===== src/rtl/cdma_fifo_pkg.sv =====
// Shared sizing helpers and defaults for the CDMA parametrised FIFO family.
package cdma_fifo_pkg;

  function automatic int clog2_f(input int value);
    int r;
    r = 0;
    while ((1 << r) < value) r = r + 1;
    return r;
  endfunction

  localparam int DATA_W_DEF = 6;
  localparam int DEPTH_DEF  = 128;
  localparam int MAX_DEPTH  = 4096;
  localparam int CNT_MAX_W  = clog2_f(MAX_DEPTH) + 1;

  // Wide enough for any legal DEPTH so limit/count compares never truncate.
  typedef logic [CNT_MAX_W-1:0] cnt_t;

endpackage


===== src/rtl/cdma_fifo_ram_rwsp.sv =====
// 1R1W storage: write at wa on we; re latches the read address, ore loads dout from it.
// No reset on the array or read path; the owning FIFO tracks validity.
module cdma_fifo_ram_rwsp
  import cdma_fifo_pkg::*;
#(
  parameter int  DATA_W = DATA_W_DEF,
  parameter int  DEPTH  = DEPTH_DEF,
  localparam int ADDR_W = clog2_f(DEPTH)
) (
  input  logic              clk,
  input  logic [31:0]       pwrbus_ram_pd,
  input  logic [ADDR_W-1:0] wa,
  input  logic              we,
  input  logic [DATA_W-1:0] di,
  input  logic [ADDR_W-1:0] ra,
  input  logic              re,
  input  logic              ore,
  output logic [DATA_W-1:0] dout
);

  logic [DATA_W-1:0] mem [DEPTH];
  logic [ADDR_W-1:0] ra_q, ra_d;
  logic [DATA_W-1:0] dout_q, dout_d;
  logic              unused_pwr;

  // Behavioural array has no power modes; the bus is kept for the hard-macro swap.
  assign unused_pwr = ^pwrbus_ram_pd;

  always_comb begin
    ra_d   = re  ? ra        : ra_q;
    dout_d = ore ? mem[ra_q] : dout_q;
  end

  always_ff @(posedge clk) begin
    if (we) mem[wa] <= di;
    ra_q   <= ra_d;
    dout_q <= dout_d;
  end

  assign dout = dout_q;

endmodule


===== src/rtl/cdma_param_fifo.sv =====
// Valid/ready FIFO over 1R1W RAM: two-stage read pipe (address latch, output register), write-to-read 2 cycles.
// wr_ready is registered from the post-edge count vs. the runtime limit; rd_req/rd_data hold while the consumer stalls.
module cdma_param_fifo
  import cdma_fifo_pkg::*;
#(
  parameter int  DATA_W    = DATA_W_DEF,
  parameter int  DEPTH     = DEPTH_DEF,
  parameter int  AFULL_LVL = DEPTH - 4,
  localparam int ADDR_W    = clog2_f(DEPTH),
  localparam int CNT_W     = clog2_f(DEPTH) + 1
) (
  input  logic              clk,
  input  logic              reset_,
  input  logic              wr_req,
  output logic              wr_ready,
  input  logic [DATA_W-1:0] wr_data,
  output logic              rd_req,
  input  logic              rd_ready,
  output logic [DATA_W-1:0] rd_data,
  input  logic              flush,
  input  logic [CNT_W-1:0]  wr_limit,
  output logic [CNT_W-1:0]  count,
  output logic              almost_full,
  input  logic [31:0]       pwrbus_ram_pd
);

  localparam cnt_t DEPTH_C = cnt_t'(DEPTH);
  localparam cnt_t AFULL_C = cnt_t'(AFULL_LVL);

  logic [ADDR_W-1:0] wr_ptr_q, wr_ptr_d, rd_ptr_q, rd_ptr_d;
  logic [CNT_W-1:0]  count_q, count_d, unread_q, unread_d;
  logic              wr_ready_q, wr_ready_d, rd_req_q, rd_req_d;
  logic              s1_vld_q, s1_vld_d, loaded_q, loaded_d;
  logic              accept, pop, ram_we, ram_re, ram_ore;
  cnt_t              lim_ext, eff_limit;
  logic [DATA_W-1:0] ram_dout;

  always_comb begin
    lim_ext   = cnt_t'(wr_limit);
    eff_limit = (lim_ext == '0 || lim_ext > DEPTH_C) ? DEPTH_C : lim_ext;
    accept    = wr_req & wr_ready_q;
    pop       = rd_req_q & rd_ready;
    // Output register refills when empty or being popped; stage 1 refills behind it.
    ram_ore   = s1_vld_q & (~rd_req_q | rd_ready) & ~flush;
    ram_re    = (unread_q != '0) & (~s1_vld_q | ram_ore) & ~flush;
    ram_we    = accept & ~flush;

    wr_ptr_d   = wr_ptr_q;
    rd_ptr_d   = rd_ptr_q;
    count_d    = count_q;
    unread_d   = unread_q;
    s1_vld_d   = s1_vld_q;
    rd_req_d   = rd_req_q;
    wr_ready_d = wr_ready_q;
    loaded_d   = loaded_q | ram_ore;

    if (flush) begin
      wr_ptr_d   = '0;
      rd_ptr_d   = '0;
      count_d    = '0;
      unread_d   = '0;
      s1_vld_d   = 1'b0;
      rd_req_d   = 1'b0;
      wr_ready_d = 1'b1;
    end else begin
      wr_ptr_d   = wr_ptr_q + ADDR_W'(ram_we);
      rd_ptr_d   = rd_ptr_q + ADDR_W'(ram_re);
      count_d    = count_q + CNT_W'(accept) - CNT_W'(pop);
      unread_d   = unread_q + CNT_W'(ram_we) - CNT_W'(ram_re);
      s1_vld_d   = ram_re | (s1_vld_q & ~ram_ore);
      rd_req_d   = ram_ore | (rd_req_q & ~pop);
      wr_ready_d = cnt_t'(count_d) < eff_limit;
    end
  end

  always_ff @(posedge clk or negedge reset_) begin
    if (!reset_) begin
      wr_ptr_q   <= '0;
      rd_ptr_q   <= '0;
      count_q    <= '0;
      unread_q   <= '0;
      s1_vld_q   <= 1'b0;
      rd_req_q   <= 1'b0;
      wr_ready_q <= 1'b1;
      loaded_q   <= 1'b0;
    end else begin
      wr_ptr_q   <= wr_ptr_d;
      rd_ptr_q   <= rd_ptr_d;
      count_q    <= count_d;
      unread_q   <= unread_d;
      s1_vld_q   <= s1_vld_d;
      rd_req_q   <= rd_req_d;
      wr_ready_q <= wr_ready_d;
      loaded_q   <= loaded_d;
    end
  end

  cdma_fifo_ram_rwsp #(.DATA_W(DATA_W), .DEPTH(DEPTH)) u_ram (
    .clk           (clk),
    .pwrbus_ram_pd (pwrbus_ram_pd),
    .wa            (wr_ptr_q),
    .we            (ram_we),
    .di            (wr_data),
    .ra            (rd_ptr_q),
    .re            (ram_re),
    .ore           (ram_ore),
    .dout          (ram_dout)
  );

  // RAM output has no reset; present zero until the first entry has been loaded.
  assign rd_data     = loaded_q ? ram_dout : '0;
  assign wr_ready    = wr_ready_q;
  assign rd_req      = rd_req_q;
  assign count       = count_q;
  assign almost_full = cnt_t'(count_q) >= AFULL_C;

endmodule


===== config.mk =====
export PLATFORM = sky130hd
export DESIGN_NAME = cdma_param_fifo
export DESIGN_NICKNAME = d
export VERILOG_FILES = /design/src/rtl/cdma_fifo_pkg.sv /design/src/rtl/cdma_fifo_ram_rwsp.sv /design/src/rtl/cdma_param_fifo.sv
export SDC_FILE = /design/constraint.sdc
export NUM_CORES = 1
export LEC_CHECK = 0
export CORE_ASPECT_RATIO = 0.8
export CORE_MARGIN = 8
export CORE_UTILIZATION = 55
export CTS_CLUSTER_DIAMETER = 50
export DETAILED_ROUTE_END_ITERATION = 12
export PLACE_DENSITY = 0.72
export SLEW_MARGIN = 20
export SYNTH_ARGS = -nofsm -noshare
export SYNTH_HDL_FRONTEND = slang
export SYNTH_HIERARCHICAL = 1
export SYNTH_SLANG_ARGS = --single-unit
export TNS_END_PERCENT = 20

===== constraint.sdc =====
create_clock -name clk -period 4.56 [get_ports clk]
set_input_delay 0.912 -clock clk [delete_from_list [all_inputs] [get_ports clk]]
set_output_delay 0.912 -clock clk [all_outputs]
set_load 0.1 [all_outputs]

==> results of run 1 <==
-- Yosys cell counts, types with 10 or more instances --
cell type,count
nor2b_1,19
inv_1,22
nand2_1,23
ha_1,33
nand2b_1,10
nor2_1,151
mux4_2,252
nand3_1,21
and2_1,11
dfrtp_1,33
buf_1,17
nor3_1,14
buf_2,16
edfxtp_1,781
clkbuf_1,32
xnor2_1,10
-- power groups by stage --
stage	Combinational (W)	Clock, W	Sequential [W]
2_1_floorplan	0.00259	0	0.00877
3_5_place_dp	0.00384	0	0.00861
3_3_place_gp	0.00377	0	0.00860
4_1_cts	0.00387	0.00637	0.00845
6_report	0.00384	0.00625	0.00845
5_1_grt	0.00411	0.00664	0.00846
-- flip-flops by register name (all words and copies together) (netlist names) --
register	cells
rd_ptr_q	7
s1_vld_q	1
wr_ptr_q	7
u_ram/ra_q	7
loaded_q	1
u_ram/mem	768
u_ram/dout	6
count	8
rd_req	1
wr_ready	1
unread_q	8
-- worst max path at each step --
stage                                            end               startpoint  slack [ns]
after CTS                                 rd_data[2]       loaded_q$_DFF_PN0_        1.02
final                                     rd_data[2]       loaded_q$_DFF_PN0_        1.05
after floorplan                unread_q[7]$_DFF_PN0_                    flush        0.82
after global routing         u_ram/dout[0]$_DFFE_PP_  u_ram/ra_q[0]$_DFFE_PP_        0.97
after global placement            wr_ready$_DFF_PN1_                 rd_ready        0.64
after detailed placement  u_ram/mem[56][2]$_DFFE_PP_                    flush        0.58
-- worst max-delay path: stages (launching register included) --
cell	delay, ns
dfrtp_1	0.50
and2_1	0.30
clkdlybuf4s50_1	1.18
-- layout make-up --
| type | instances | area (um^2) | area share [%] |
|---|---|---|---|
| Inverter | 23 | 86.3 | 0.237 |
| Multi-Input combinational cell | 617 | 7860 | 21.5 |
| Tap cell | 769 | 962 | 2.64 |
| Sequential cell | 815 | 24300 | 66.7 |
| Clock buffer | 96 | 2070 | 5.68 |
| Timing Repair Buffer | 85 | 788 | 2.16 |
| Clock inverter | 40 | 389 | 1.07 |
-- kinds of logic after synthesis --
kind of cell / Yosys count
AO/OA/AOI/OAI: 38
buffers and inverters: 96
AND/OR/NAND/NOR: 267
multiplexers: 262
XOR/XNOR: 15
adder cells (fa/ha/maj): 35
flip-flops: 815
-- layer usage --
| metal | part of all wire (%) | routed length (um) | global-route usage (%) |
|---|---|---|---|
| met2 | 47 | 32200 | 31.9 |
| met3 | 9.5 | 6480 | 5.32 |
| met1 | 42 | 28500 | 30.6 |
| met4 | 2.0 | 1350 | 4.77 |
| met5 | 0 | 0 | 0 |
-- metrics by stage --
stage | utilization [%] | area (um^2)
after CTS | 62.5 | 36500
final | 62.5 | 36500
after global placement | 58.3 | 34000
after detailed placement | 58.3 | 34000
after floorplan | - | 32600
after global routing | 62.5 | 36500
==> summary.txt, run 1 <==
Final layout
  – Ant. Diodes: 0
  – Share of layout cells above drive strength 1: 25.2%
  – Fillers: 3,882
  – Layout Nets: 1,704
  – Area grow syn2layout: 11.9%
  – Fin cells: 2,445
  – Most frequent cells in the layout: edfxtp_1 (781), mux4_2 (252), nor2_1 (151), clkbuf_16 (80), buf_4 (48)
  – Leading cell type in the layout, fill and taps excluded: edfxtp_1

Setup path
  – Crit-path max FO: 7
  – Critical path endpoint category: output pin
  – WP data arrival: 2.60 ns
  – RR Endpoint: u_ram/dout[2]$_DFFE_PP_
  – CP Launch Type: flip-flop
  – R2r setup slk: 1.11 ns
  – R2r startpoint: u_ram/ra_q[0]$_DFFE_PP_
  – Crit path kind: reg -> out
  – Worst-case reg-to-reg path depth: 6
  – Worst endpoint required time: 3.65 ns

Timing
  – Setup TNS: 0 ns
  – Final setup viols: 0
  – Final Hold Fails: 0
  – Period utilisation layout: 77.0%
  – Worst-margin pin slew: 0.982 ns
  – Worst Skew: 0.0222 ns
  – Slew Limit Fails: 0
  – Final Critical Period: 3.51 ns
  – Fmax: 285 MHz
  – PnR worst setup slack: 1.05 ns
  – Relative slew slack: 34.4%
  – Unrepaired setup endpoints after global routing: no
  – Hold_ws: 0.394 ns

Routing
  – Routed Antenna Nets: 0
  – Drt drc: 0
  – Routed vias: 15,500
  – Drt first pass iters: 5
  – Drt via density: 6.36
  – WL/cell: 28.0 um
  – Detailed Route WL: 68,500 um
  – DR iter-0 viols: 1,805

Logic synthesis
  – Mapped Area: 0.0326 mm^2
  – Flop and latch count out of synthesis: 815
  – Simple-gate portion of the synthesized area: 3.71%
  – Top cell type's share of synthesized area: 72.0%
  – Distinct cells, synth: 52
  – Mux contribution to synthesized area: 17.8%
  – Ys async rst share: 4.17%
  – Synth Area in Adders: 1.39%
  – Fraction of the yosys area taken by sequential cells: 74.6%
  – Synth Area in Compound Gates: 0.849%
  – Syn Nets: 1,614
  – Syn avg cell area: 21.3 um^2
  – Synth Warn #: 6
  – Main combinational cell family by area after synthesis: multiplexers
  – Synth Area in XOR/XNOR: 0.403%
  – EDFF count, synth: 781
  – Leading area contributor after synthesis: edfxtp_1
  – Synth area leaders: edfxtp_1 (72%), mux4_2 (17%), dfrtp_1 (2.5%)
  – Top_reg_cell synth: edfxtp_1
  – Syn Inst Count: 1,528

GRT
  – Vias in the first global route: 15,600
  – Antenna violations before repair: 1
  – Total grt overflow: 0
  – Largest net degree at the start of global routing: 107
  – First-pass GRT wire length: 102,000 um
  – GRT Util Overall: 20.9%

Power
  – NetSw: 0.00486 W
  – PwrDens: 509 mW/mm^2
  – Internal Power: 0.0137 W
  – Clock share of power: 33.7%
  – Final Power: 0.0185 W
  – Leak: 11.5 nW
  – Sw Share: 26.2%
  – Comb pwr share: 20.7%
  – Part of the power in registers: 45.6%
  – Max VDD drop: 0.000342 V

Floorplanning
  – Core region area: 0.0583 mm^2
  – Die span in y: 234 um
  – Die area: 0.0673 mm^2
  – Initial Utilization: 55.9%
  – Boundary Pins: 68
  – Row count: 79
  – Die width: 288 um

Clocking
  – Worst-path clk slew: 0.06 ns
  – Clock Tree Root: clkbuf_16
  – Clock Latency Late Sink: 0.62 ns
  – CTS Buf Count: 76
  – Worst-case clock buffer depth: 3
  – Clock sink total: 815
  – # hold bufs at CTS: 0
  – H-tree depth: 3
  – Post-CTS setup buffers: 0
  – TritonCTS clock tree: done
  – Cts repair resizes: 0

Placement
  – Cell Count Post-Placement: 2,309
  – IO buf count: 35
  – Hpwl dp: 41,500 um
  – Routability cong.: 0.799
  – Dpl ws: 0.578 ns

Outcome
  – Status: finished, final reports clean

Hold path
  – Worst hold path type: in -> async

Run
  – Max Cap Viol: 0
Note: power is estimated with default switching activity, not from simulation.
==> inputs of run 2 (changes only) <==
Settings changed: PLACE_DENSITY 0.72 to 0.75.
Clock period 4.56 ns to 2.9 ns, I/O delays scaled along.
==> summary.txt, run 2 (synthesis results as in run 1) <==
Outcome
  – Status: complete, but fails checks
  – Failing checks: negative setup slack

GRT
  – Vias in the first global route: 16,700 (+7.3%)
  – Total grt overflow: 0 (unchanged)
  – First-pass GRT wire length: 108,000 um (+5.7%)
  – Largest net degree at the start of global routing: 87 (-19%)
  – GRT Util Overall: 22.0% (+1.2 points)
  – Antenna violations before repair: 3 (+2)

Clocking
  – Clock Latency Late Sink: 0.61 ns (about the same)
  – H-tree depth: 3 (unchanged)
  – CTS Buf Count: 76 (unchanged)
  – Clock sink total: 815 (unchanged)
  – TritonCTS clock tree: done
  – Clock Tree Root: clkbuf_16
  – Worst-case clock buffer depth: 3 (unchanged)
  – Worst-path clk slew: 0.06 ns (about the same)

Timing
  – Setup TNS: -0.830 ns (-0.830 ns)
  – Final Critical Period: 3.05 ns
  – Unrepaired setup endpoints after global routing: yes
  – Period utilisation layout: 105%
  – Fmax: 328 MHz
  – Worst Skew: 0.0215 ns (-0.000665 ns)
  – Final setup viols: 6 (+6)
  – Worst-margin pin slew: 0.955 ns (-0.0263 ns)
  – Final Hold Fails: 0 (unchanged)
  – Relative slew slack: 36.3% (+2.0 points)
  – Slew Limit Fails: 0 (unchanged)
  – PnR worst setup slack: -0.152 ns (-1.20 ns)

Routing
  – Detailed Route WL: 73,000 um (+6.7%)
  – Routed vias: 16,400 (+5.6%)
  – Drt via density: 6.25 (-1.7%)
  – Drt drc: 0 (unchanged)
  – Routed Antenna Nets: 0 (unchanged)
  – WL/cell: 27.8 um (-0.72%)
  – Drt first pass iters: 5 (unchanged)
  – DR iter-0 viols: 1,845 (+2.2%)

Setup path
  – RR Endpoint: u_ram/dout[4]$_DFFE_PP_
  – R2r setup slk: -0.15 ns (-1.26 ns)
  – Setup crit end: u_ram/dout[4]$_DFFE_PP_
  – Critical path endpoint category: flip-flop
  – R2r startpoint: u_ram/ra_q[0]$_DFFE_PP_
  – CP Launch Type: flip-flop
  – Crit-path max FO: 15 (+8)
  – Crit path kind: reg -> reg
  – Worst-case reg-to-reg path depth: 6 (unchanged)
  – Crit path launch: u_ram/ra_q[0]$_DFFE_PP_
  – Worst endpoint required time: 3.26 ns (-0.39 ns)
  – WP data arrival: 3.41 ns (+0.81 ns)

Floorplanning
  – Die width: 288 um (unchanged)
  – Row count: 79 (unchanged)
  – Core region area: 0.0583 mm^2 (unchanged)
  – Boundary Pins: 68 (unchanged)
  – Initial Utilization: 55.9% (unchanged)
  – Die span in y: 234 um (unchanged)
  – Die area: 0.0673 mm^2 (unchanged)

Power
  – Leak: 12.6 nW (+9.7%)
  – Max VDD drop: 0.000437 V (+28%)
  – PwrDens: 779 mW/mm^2 (+53%)

Placement
  – Dpl ws: -0.470 ns (-1.05 ns)
  – Cell Count Post-Placement: 2,477 (+7.3%)
  – IO buf count: 35 (unchanged)
  – Hpwl dp: 45,800 um (+10%)
  – Routability cong.: 0.812 (+1.6%)

Final layout
  – Most frequent cells in the layout: edfxtp_1 (781), mux4_2 (252), buf_4 (216), nor2_1 (151), clkbuf_16 (80)
  – Leading cell type in the layout, fill and taps excluded: edfxtp_1
  – Largest register FFs: 768 (unchanged)
  – Layout Nets: 1,885 (+11%)
  – Fin cells: 2,627 (+7.4%)
  – Biggest register: u_ram/mem
  – Share of layout cells above drive strength 1: 33.9% (+8.7 points)
  – Area grow syn2layout: 17.1%

Hold path
  – Worst hold path type: in -> async

Run
  – Max Cap Viol: 0 (unchanged)
[run 2: changes by cell type in the layout (fill, tap and decap cells not counted), sizes merged, moves of 2 or more]
| cell | change |
|---|---|
| buf | +198 |
| clkbuf | +3 |
| inv | +2 |
| clkdlybuf4s50 | -17 |
| bufinv | -3 |
| clkinvlp | -2 |
[run 2: through the flow]
| step | utilization, % | hold slack (ns) | total power, W | area (um^2) |
|---|---|---|---|---|
| 3_5_place_dp | 61.1 | 0.451 | 0.0202 | 35600 |
| 2_1_floorplan | - | 0.284 | 0.0179 | 32600 |
| 5_1_grt | 65.4 | 0.134 | 0.0307 | 38100 |
| 6_report | 65.4 | 0.0955 | 0.0297 | 38100 |
| 3_3_place_gp | 61.1 | 0.437 | 0.0200 | 35600 |
| 4_1_cts | 65.2 | 0.105 | 0.0298 | 38000 |
[run 2: critical path: stages, from the launching register on]
cell and delay (ns):
edfxtp_1 0.39, buf_12 0.19, buf_16 0.19, mux4_2 0.57, mux4_2 0.55, mux4_2 0.58, mux2_4 0.30
[run 2: final cells by class]
type / count / area [um^2]
well taps: 769 / 962
clock buffers: 99 / 2080
repair buffers: 266 / 2490
flip-flops and latches: 815 / 24300
fillers: 3747 / 20200
diodes: 1 / 2.50
inverters: 23 / 86.3
multi-input cells: 617 / 7900
clock inverters: 37 / 310
[run 2: layer usage]
metal / vias up / track usage [%] / part of all wire, %
met5: - / 0 / 0
met4: 0 / 4.86 / 2.1
met3: 102 / 6.60 / 11
met2: 810 / 33.7 / 47
met1: 8660 / 31.6 / 40
li1: 6846 / - / -
[run 2: power breakdown]
part / internal (W) / switching, W
Sequential: 0.0131 / 0.000162
Clock: 0.00545 / 0.00417
Combinational: 0.00324 / 0.00358
[run 2: repair_timing]
action,in CTS,in global routing
buffers inserted,1,12
gates resized for setup,4,2
pin swaps,0,1
setup endpoints to repair,6,7
hold buffers,0,0
[run 2: how the worst min path moves through the flow]
stage / from / to / slack [ns] / cells past startpoint
after floorplan: reset_ / count[0]$_DFF_PN0_ / 0.28 / 0
after global placement: rd_ptr_q[0]$_DFF_PN0_ / u_ram/ra_q[0]$_DFFE_PP_ / 0.44 / 0
after detailed placement: rd_ptr_q[0]$_DFF_PN0_ / u_ram/ra_q[0]$_DFFE_PP_ / 0.45 / 0
after CTS: reset_ / wr_ptr_q[0]$_DFF_PN0_ / 0.10 / 1
after global routing: reset_ / loaded_q$_DFF_PN0_ / 0.13 / 1
final: reset_ / count[3]$_DFF_PN0_ / 0.1 / 1
==> inputs of run 3 (changes only) <==
Settings changed: ABC_CLOCK_PERIOD_IN_PS set to 2900, CORE_MARGIN 8 to 5.
==> summary.txt, run 3 (synthesis results as in run 1) <==
Outcome
  – Status: complete, but fails checks
  – Failing checks: negative setup slack

Clocking
  – Clock Tree Root: clkbuf_16
  – Worst-case clock buffer depth: 3 (unchanged)
  – CTS Buf Count: 79 (+3.9%)
  – TritonCTS clock tree: done
  – Clock Latency Late Sink: 0.61 ns (about the same)
  – Worst-path clk slew: 0.06 ns (about the same)
  – Clock sink total: 815 (unchanged)
  – H-tree depth: 3 (unchanged)

Placement
  – Routability cong.: 0.826 (+1.7%)
  – IO buf count: 35 (unchanged)
  – Hpwl dp: 44,800 um (-2.1%)

Routing
  – WL/cell: 28.3 um (+1.6%)
  – Routed Antenna Nets: 0 (unchanged)
  – Detailed Route WL: 74,600 um (+2.1%)
  – Drt via density: 6.33 (+1.4%)
  – Drt first pass iters: 5 (unchanged)
  – Drt drc: 0 (unchanged)
  – DR iter-0 viols: 1,966 (+6.6%)
  – Routed vias: 16,700 (+1.9%)

Setup path
  – Crit path kind: reg -> reg
  – WP data arrival: 3.45 ns (+0.04 ns)
  – Crit-path max FO: 12 (-3)
  – Critical path endpoint category: flip-flop
  – CP Launch Type: flip-flop
  – Worst endpoint required time: 3.26 ns (about the same)

Timing
  – Final Critical Period: 3.09 ns (+0.0330 ns)
  – Relative slew slack: 39.4% (+3.1 points)
  – Fmax: 324 MHz (-1.1%)
  – Unrepaired setup endpoints after global routing: yes
  – Slew Limit Fails: 0 (unchanged)
  – Hold_ws: 0.0967 ns (+0.00124 ns)
  – Final setup viols: 7 (+1)
  – Final Hold Fails: 0 (unchanged)
  – Period utilisation layout: 106% (+1.1 points)
  – Worst-margin pin slew: 0.909 ns (-0.0460 ns)
  – PnR worst setup slack: -0.185 ns (-0.0330 ns)
  – Worst Skew: 0.0250 ns (+0.00351 ns)

Final layout
  – Reg area: 0.0243 mm^2 (unchanged)
  – Leading cell type in the layout, fill and taps excluded: edfxtp_1
  – Multi-input logic area: 0.00790 mm^2 (about the same)
  – Final Util: 65.9% (+0.52 points)
  – Biggest register: u_ram/mem
  – Fillers: 3,574 (-4.6%)
  – Share of layout cells above drive strength 1: 34.5% (+0.55 points)
  – Largest register FFs: 768 (unchanged)
  – Layout Nets: 1,898 (+0.69%)
  – Most frequent cells in the layout: edfxtp_1 (781), mux4_2 (252), buf_4 (214), nor2_1 (151), clkbuf_16 (91)
  – Ant. Diodes: 0 (-1)
  – Area grow syn2layout: 18.2%

Power
  – Leak: 12.7 nW (+1.4%)
  – PwrDens: 782 mW/mm^2 (+0.48%)
  – Max VDD drop: 0.000476 V (+8.8%)

Hold path
  – Worst hold path type: in -> async

Floorplanning
  – Core region area: 0.0584 mm^2 (+0.17%)
  – Die width: 282 um (-2.1%)
  – Die span in y: 228 um (-2.6%)
  – Row count: 79 (unchanged)
  – Initial Utilization: 55.8% (-0.095 points)
  – Die area: 0.0642 mm^2 (-4.6%)
  – Boundary Pins: 68 (unchanged)

GRT
  – Largest net degree at the start of global routing: 129 (+48%)
  – GRT Util Overall: 23.0% (+0.99 points)
  – Vias in the first global route: 16,500 (-1.5%)
  – Total grt overflow: 0 (unchanged)
  – First-pass GRT wire length: 108,000 um (-0.53%)
  – Antenna violations before repair: 2 (-1)

Run
  – Max Cap Viol: 0 (unchanged)
==> run 3: changes by cell type in the layout (fill, tap and decap cells not counted), moves of 2 or more <==
cell and delta:
buf_6 +3, buf_4 -2, buf_12 -5, clkbuf_16 +11, buf_16 +5, clkinv_1 -8
clkinvlp_4 +2, clkbuf_1 +8, inv_6 -2, clkinv_4 -2
==> run 3: power breakdown <==
| group | switching (W) | internal [W] |
|---|---|---|
| combinational | 0.00364 | 0.00331 |
| sequential | 0.000160 | 0.0131 |
| clock | 0.00417 | 0.00575 |
==> run 3: final timing paths <==
path,startpoint,to,slack (ns),cells past startpoint
max in group asynchronous,reset_,rd_req$_DFF_PN0_,2.12,1
worst max-delay path,u_ram/ra_q[0]$_DFFE_PP_,u_ram/dout[0]$_DFFE_PP_,-0.19,8
worst max register to register,u_ram/ra_q[0]$_DFFE_PP_,u_ram/dout[0]$_DFFE_PP_,-0.19,8
worst min register to register,rd_ptr_q[0]$_DFF_PN0_,u_ram/ra_q[0]$_DFFE_PP_,0.47,0
min in group clk,wr_data[3],u_ram/mem[78][3]$_DFFE_PP_,0.43,1
worst min-delay path,reset_,count[3]$_DFF_PN0_,0.1,1
==> run 3: repair_timing <==
action | in CTS | in global routing
setup buffers | 1 | 12
gates resized for setup | 5 | 14
pin swaps | 0 | 1
endpoints found under the setup margin | 6 | 7
cloned | 1 | 8
hold buffers | 0 | 0
==> run 3: final cells by class <==
cell class                 count  share of cell area (%)
clock inverter                29                   0.757
tap                          769                    2.50
clock buffer                 111                    5.72
timing repair buffer         276                    7.18
inverter                      23                   0.224
multi-input combinational    617                    20.5
sequential                   815                    63.1
==> run 3: per-layer routing <==
| layer | global-route usage [%] | vias to the layer above | routed length, um |
|---|---|---|---|
| li1 | - | 6873 | - |
| met1 | 34.9 | 8740 | 29400 |
| met2 | 34.4 | 1004 | 35200 |
| met3 | 6.38 | 106 | 8430 |
| met4 | 5.48 | 0 | 1510 |
| met5 | 0 | - | 0 |
==> run 3: metrics by stage <==
stage | setup WS, ns | total power (W) | cell area, um^2 | cells | TNS (ns)
6_report | -0.185 | 0.0301 | 38500 | 2640 | -1.01
4_1_cts | -0.141 | 0.0299 | 38100 | 2622 | -0.718
5_1_grt | -0.234 | 0.0313 | 38500 | 2640 | -1.44
3_3_place_gp | -0.432 | 0.0198 | 35600 | 2480 | -9.71
3_5_place_dp | -0.471 | 0.0200 | 35600 | 2480 | -26.02
2_1_floorplan | -0.0186 | 0.0179 | 32600 | 1528 | -0.0186
==> run 3: worst max-delay path, cell delays in order (launching register included) <==
cell	delay, ns
edfxtp_1	0.37
buf_4	0.13
buf_4	0.14
clkbuf_16	0.18
clkbuf_16	0.21
mux4_2	0.55
mux4_2	0.48
mux4_2	0.50
mux2_2	0.28
